`src/rtl/mem_access_unit_if.sv`:
```
// mem_access_unit_if: request/response handshake and single-port RAM bundle for mem_access_unit.
interface mem_access_unit_if #(parameter int ADDR_W = 10);
  logic req_valid, req_ready, req_we, req_unsigned;
  logic [1:0] req_size;
  logic [31:0] req_addr, req_wdata;
  logic resp_valid, resp_err;
  logic [31:0] resp_rdata;
  logic [ADDR_W-1:0] mem_addr;
  logic [31:0] mem_din, mem_dout;
  logic mem_we, mem_regce;
  modport master (
    output req_valid, req_we, req_size, req_unsigned, req_addr, req_wdata, mem_dout,
    input req_ready, resp_valid, resp_err, resp_rdata, mem_addr, mem_din, mem_we, mem_regce
  );
  modport slave (
    input req_valid, req_we, req_size, req_unsigned, req_addr, req_wdata, mem_dout,
    output req_ready, resp_valid, resp_err, resp_rdata, mem_addr, mem_din, mem_we, mem_regce
  );
endinterface

```
`src/rtl/mem_access_unit.sv`:
```
// mem_access_unit: byte-addressed load/store requester with read-modify-write for sub-word stores.
module mem_access_unit #(
  parameter int RAM_WIDTH = 32,
  parameter int RAM_DEPTH = 1024,
  parameter int READ_LATENCY = 1,
  parameter int ADDR_W = $clog2(RAM_DEPTH)
) (
  input logic clk,
  input logic rst,
  mem_access_unit_if.slave bus
);
  typedef enum logic [1:0] {IDLE, READ, WRITE, RESP} state_t;
  state_t state, next;
  logic we_q, uns_q, err_q;
  logic [1:0] size_q, cnt;
  logic [ADDR_W+1:0] addr_q;
  logic [31:0] wdata_q, shifted, ext, mask, merged;
  logic [RAM_WIDTH-1:0] word_q;
  logic [4:0] sh;
  logic accept, err_in, last_rd;
  assign accept = bus.req_valid & bus.req_ready;
  assign err_in = bus.req_size == 2'b11 || (bus.req_size == 2'b01 && bus.req_addr[0]) ||
                  (bus.req_size == 2'b10 && |bus.req_addr[1:0]) || bus.req_addr[31:2] >= 30'(RAM_DEPTH);
  assign last_rd = state == READ && cnt == 2'(READ_LATENCY - 1);
  always_ff @(posedge clk)
    state <= rst ? IDLE : next;
  always_comb begin
    next = state;
    case (state)
      IDLE:  next = !accept ? IDLE : err_in ? RESP : (bus.req_we && bus.req_size == 2'b10) ? WRITE : READ;
      READ:  next = !last_rd ? READ : we_q ? WRITE : RESP;
      WRITE: next = RESP;
      RESP:  next = IDLE;
      default: next = IDLE;
    endcase
  end
  always_ff @(posedge clk)
    if (rst) begin
      we_q <= 1'b0;
      uns_q <= 1'b0;
      err_q <= 1'b0;
      size_q <= 2'b0;
      addr_q <= '0;
      wdata_q <= 32'b0;
      word_q <= '0;
      cnt <= 2'b0;
    end else begin
      if (accept) begin
        we_q <= bus.req_we;
        uns_q <= bus.req_unsigned;
        err_q <= err_in;
        size_q <= bus.req_size;
        addr_q <= bus.req_addr[ADDR_W+1:0];
        wdata_q <= bus.req_wdata;
      end
      cnt <= (state == READ && !last_rd) ? cnt + 2'd1 : 2'd0;
      if (last_rd) word_q <= bus.mem_dout;
    end
  // Lane shift and mask drive both load extraction and the store merge.
  always_comb begin
    sh = {addr_q[1:0], 3'b000};
    shifted = word_q >> sh;
    ext = size_q == 2'b10 ? word_q :
          size_q == 2'b01 ? {{16{~uns_q & shifted[15]}}, shifted[15:0]} :
                            {{24{~uns_q & shifted[7]}}, shifted[7:0]};
    mask = size_q == 2'b00 ? 32'h0000_00ff : size_q == 2'b01 ? 32'h0000_ffff : 32'hffff_ffff;
    merged = (word_q & ~(mask << sh)) | ((wdata_q & mask) << sh);
  end
  always_comb begin
    bus.req_ready = state == IDLE && !rst;
    bus.resp_valid = state == RESP && !rst;
    bus.resp_err = state == RESP && !rst && err_q;
    bus.resp_rdata = (state == RESP && !we_q && !err_q) ? ext : 32'b0;
    bus.mem_addr = addr_q[ADDR_W+1:2];
    bus.mem_we = state == WRITE && !rst;
    bus.mem_regce = state == READ;
    bus.mem_din = state == WRITE ? merged : 32'b0;
  end
endmodule

```
`src/flat_wrapper.sv`:
```
// flat-port wrapper written by rule: the top's interface ports become plain ports
module mem_access_unit_flat 
#(
  parameter int RAM_WIDTH = 32,
  parameter int RAM_DEPTH = 1024,
  parameter int READ_LATENCY = 1,
  parameter int ADDR_W = $clog2(RAM_DEPTH)
)
  (clk, rst, bus_req_valid, bus_req_we, bus_req_size, bus_req_unsigned, bus_req_addr, bus_req_wdata, bus_mem_dout, bus_req_ready, bus_resp_valid, bus_resp_err, bus_resp_rdata, bus_mem_addr, bus_mem_din, bus_mem_we, bus_mem_regce);
  mem_access_unit_if #(.ADDR_W(ADDR_W)) bus_i ();
  input logic clk;
  input logic rst;
  input wire logic [$bits(bus_i.req_valid)-1:0] bus_req_valid;
  input wire logic [$bits(bus_i.req_we)-1:0] bus_req_we;
  input wire logic [$bits(bus_i.req_size)-1:0] bus_req_size;
  input wire logic [$bits(bus_i.req_unsigned)-1:0] bus_req_unsigned;
  input wire logic [$bits(bus_i.req_addr)-1:0] bus_req_addr;
  input wire logic [$bits(bus_i.req_wdata)-1:0] bus_req_wdata;
  input wire logic [$bits(bus_i.mem_dout)-1:0] bus_mem_dout;
  output wire logic [$bits(bus_i.req_ready)-1:0] bus_req_ready;
  output wire logic [$bits(bus_i.resp_valid)-1:0] bus_resp_valid;
  output wire logic [$bits(bus_i.resp_err)-1:0] bus_resp_err;
  output wire logic [$bits(bus_i.resp_rdata)-1:0] bus_resp_rdata;
  output wire logic [$bits(bus_i.mem_addr)-1:0] bus_mem_addr;
  output wire logic [$bits(bus_i.mem_din)-1:0] bus_mem_din;
  output wire logic [$bits(bus_i.mem_we)-1:0] bus_mem_we;
  output wire logic [$bits(bus_i.mem_regce)-1:0] bus_mem_regce;
  assign bus_i.req_valid = bus_req_valid;
  assign bus_i.req_we = bus_req_we;
  assign bus_i.req_size = bus_req_size;
  assign bus_i.req_unsigned = bus_req_unsigned;
  assign bus_i.req_addr = bus_req_addr;
  assign bus_i.req_wdata = bus_req_wdata;
  assign bus_i.mem_dout = bus_mem_dout;
  assign bus_req_ready = bus_i.req_ready;
  assign bus_resp_valid = bus_i.resp_valid;
  assign bus_resp_err = bus_i.resp_err;
  assign bus_resp_rdata = bus_i.resp_rdata;
  assign bus_mem_addr = bus_i.mem_addr;
  assign bus_mem_din = bus_i.mem_din;
  assign bus_mem_we = bus_i.mem_we;
  assign bus_mem_regce = bus_i.mem_regce;
  mem_access_unit #(.RAM_WIDTH(RAM_WIDTH), .RAM_DEPTH(RAM_DEPTH), .READ_LATENCY(READ_LATENCY), .ADDR_W(ADDR_W)) u_core (.clk(clk), .rst(rst), .bus(bus_i));
endmodule
```
`config.mk`:
```
export PLATFORM = sky130hd
export DESIGN_NAME = mem_access_unit_flat
export DESIGN_NICKNAME = d
export VERILOG_FILES = /design/src/rtl/mem_access_unit_if.sv /design/src/rtl/mem_access_unit.sv /design/src/flat_wrapper.sv
export SDC_FILE = /design/constraint.sdc
export NUM_CORES = 1
export LEC_CHECK = 0
export CORE_MARGIN = 1.5
export CORE_UTILIZATION = 40
export CTS_BUF_LIST = sky130_fd_sc_hd__clkbuf_16
export DETAILED_ROUTE_END_ITERATION = 10
export PLACE_DENSITY_LB_ADDON = 0.05
export SLEW_MARGIN = 20
export SYNTH_ARGS = -nofsm -noshare
export SYNTH_HDL_FRONTEND = slang
export SYNTH_SLANG_ARGS = --single-unit
```
`constraint.sdc`:
```
create_clock -name clk -period 3.6 [get_ports clk]
set_clock_uncertainty 0.15 [all_clocks]
set_input_delay 0.54 -clock clk [delete_from_list [all_inputs] [get_ports clk]]
set_output_delay 0.54 -clock clk [all_outputs]
set_load 0.03 [all_outputs]
```
==> results.cfg <==
[run_status]
status = finished, final reports clean

[job]
maxCapViolations = 0

[timing]
slew_headroom = 0.427
worstMarginPinSlew_ns = 0.860
timing.fmax_ghz = 0.288
setup_viol = 0
setup_ws_ns = 0.134
maxSlewViolCount = 0
setup-tns-final_ns = 0
fin_crit_sh = 0.963
final_hold_viol_count = 0
period_needed_ns = 3.47
grt_setup_unrepaired = false

[detailed_routing]
detail_route.wl_per_cell_um = 17.5
vias = 5364
wl_um = 17100
drc = 0
drt_first_pass_iters = 6
drt-vias-per-instance = 5.48
detail-route-antenna-nets = 0
drt_first_iter_violations = 404

[synth]
synth-seq-cells = 85
synth_nets = 795
syn_area_um2 = 4710
ys_seq_area_frac = 0.362
synth-async-reset-ratio = 0
synthCells = 691
synth-edff-count = 0
avgSynthCellArea_um2 = 6.81
synth_top_cell_area_share = 0.362
ys_warn_count = 0
synth_area_leaders = dfxtp_1 36%, nand2_1 17%, a21oi_1 13%, o21ai_0 6.5%, clkbuf_1 3.7%
ys_types = 43
synth-main-ff-cell = dfxtp_1
synth_top_cell_by_area = dfxtp_1

[layout]
layout.nets = 934
diodes = 0
final_cell_mix = 216 x nand2_1, 143 x clkdlybuf4s50_1, 122 x a21oi_1
multi_input_area_um2 = 2690
drive_gt1_frac = 0.0970
area_growth_pct = 43.2
layout_commonest_cell = nand2_1
regArea_um2 = 1700
n_fill_cell = 1085
fin_area_um2 = 6740

[global_routing]
grt_overflow_total = 0
grt_usage = 0.272
grt_max_degree = 85
grt_pass1_vias = 5143
grt_pass1_wl_um = 26800
antenna_found_initial = 0

[floorplanning]
rows = 39
io_pins = 182
die_h_um = 111
start_util = 0.410
dieArea_um2 = 12400
die_w_um = 111
core_um2 = 11500

[clock_tree]
cts_tree = done
clk_pin_slew_ns = 0.06
cts_buffers = 9
hold_buffers = 0
htree_levels = 3
clock_latency_ns = 0.35
cts-root-buf = clkbuf_16
cts.sinks = 85
cts.path.max_buffers = 2

[place]
placed_area_um2 = 6440
gp_congestion = 0.905
place_ws_ns = 0.378
io_buffers = 181
hpwl_um = 12600

[pwr]
vdd_drop_max_uv = 522
leakagePower_nw = 2.35
powerDensity_nw_per_um2 = 513

[setup_path]
crit_required_ns = 2.91
critPathKind = reg2out
cp_max_fo = 51
crit_path_top_delay_cell = clkdlybuf4s50_1
cp_cell_sequence = buf_4 -> mux2_2 -> a222oi_1 -> nor2_1 -> clkdlybuf4s50_1
cp-end-kind = primary output
critical_path_arrival_ns = 2.78
critPathLaunchType = flip-flop
cpPeakStageDelay_ns = 0.61

[hold_path]
min_path_type = reg2reg
## cell families after synthesis
logic type      share of synthesized area
compound gates                      0.263
fa+ha+maj                         0.00266
buf+inv                            0.0694
flops                               0.362
mux                                0.0409
simple gates                        0.263
## registers in the layout (all words and copies together) (netlist names)
| register | cells |
|---|---|
| u_core.we_q | 1 |
| u_core.word_q | 32 |
| u_core.wdata_q | 32 |
| u_core.addr_q | 12 |
| u_core.uns_q | 1 |
| u_core.cnt | 2 |
| u_core.err_q | 1 |
| u_core.size_q | 2 |
| u_core.state | 2 |
## stage by stage
step / utilization / instances / hold WS (ns) / power, mW
after global placement: 0.562 / 961 / 0.291 / 2.57
after CTS: 0.587 / 978 / 0.305 / 3.47
final: 0.588 / 978 / 0.303 / 3.45
after floorplan: - / 691 / 0.284 / 2.08
after detailed placement: 0.562 / 961 / 0.296 / 2.59
after global routing: 0.588 / 978 / 0.321 / 3.65
## power by group
part	switching (mW)	total, mW	internal [mW]
clock	0.390	0.854	0.464
combinational	0.812	1.32	0.506
sequential	0.192	1.28	1.09
## cell usage after synthesis, types with 2 or more instances
cell      instances
a21oi_1         122
a221oi_1          8
a222oi_1          8
and2_1            4
and3_1            3
buf_1             5
buf_2             3
buf_4            10
buf_6             2
clkbuf_1         47
dfxtp_1          85
inv_1             4
mux2_2            8
mux2i_1           8
nand2_1         217
nand2b_1          3
nand3b_1          9
nor2_1           40
nor2b_1           5
nor3_1            4
nor4_1            6
o211a_1           7
o21a_1            2
o21ai_0          61
o22ai_1           2
## final timing paths
path	cells past startpoint	from	to	slack, ns
min reg2reg	2	u_core.addr_q[11]	u_core.addr_q[11]	0.30
max	5	u_core.addr_q[0]	bus_mem_din[26]	0.13
min	2	u_core.addr_q[11]	u_core.addr_q[11]	0.30
max reg2reg	5	u_core.state[0]	u_core.addr_q[1]	1.52
## cell type report
| type | count | share of cell area |
|---|---|---|
| multi-input combinational | 534 | 0.399 |
| timing repair buffer | 195 | 0.279 |
| sequential | 85 | 0.253 |
| clock buffer | 9 | 0.0334 |
| tap | 143 | 0.0265 |
| clock inverter | 7 | 0.00613 |
| inverter | 5 | 0.00278 |
## routing by layer
metal | share of wire | GRT usage | vias to the layer above
met5 | 0 | 0 | -
met4 | 0.024 | 0.109 | 0
met3 | 0.065 | 0.0599 | 34
met2 | 0.46 | 0.438 | 226
met1 | 0.45 | 0.356 | 2470
li1 | - | - | 2634
## what timing repair did
action / 4_1_cts / 5_1_grt
buffers inserted: 1 / 0
endpoints found under the setup margin: 1 / 2
pin swaps: 1 / 0
resized for setup: 0 / 1
## critical path, delay by kind of cell (launching register included)
family / cells / cell delay [ns]
buf+inv: 2 / 1.08
flops: 1 / 0.48
mux: 1 / 0.40
compound gates: 1 / 0.36
simple gates: 1 / 0.08
(Power assumes the default switching activity.)
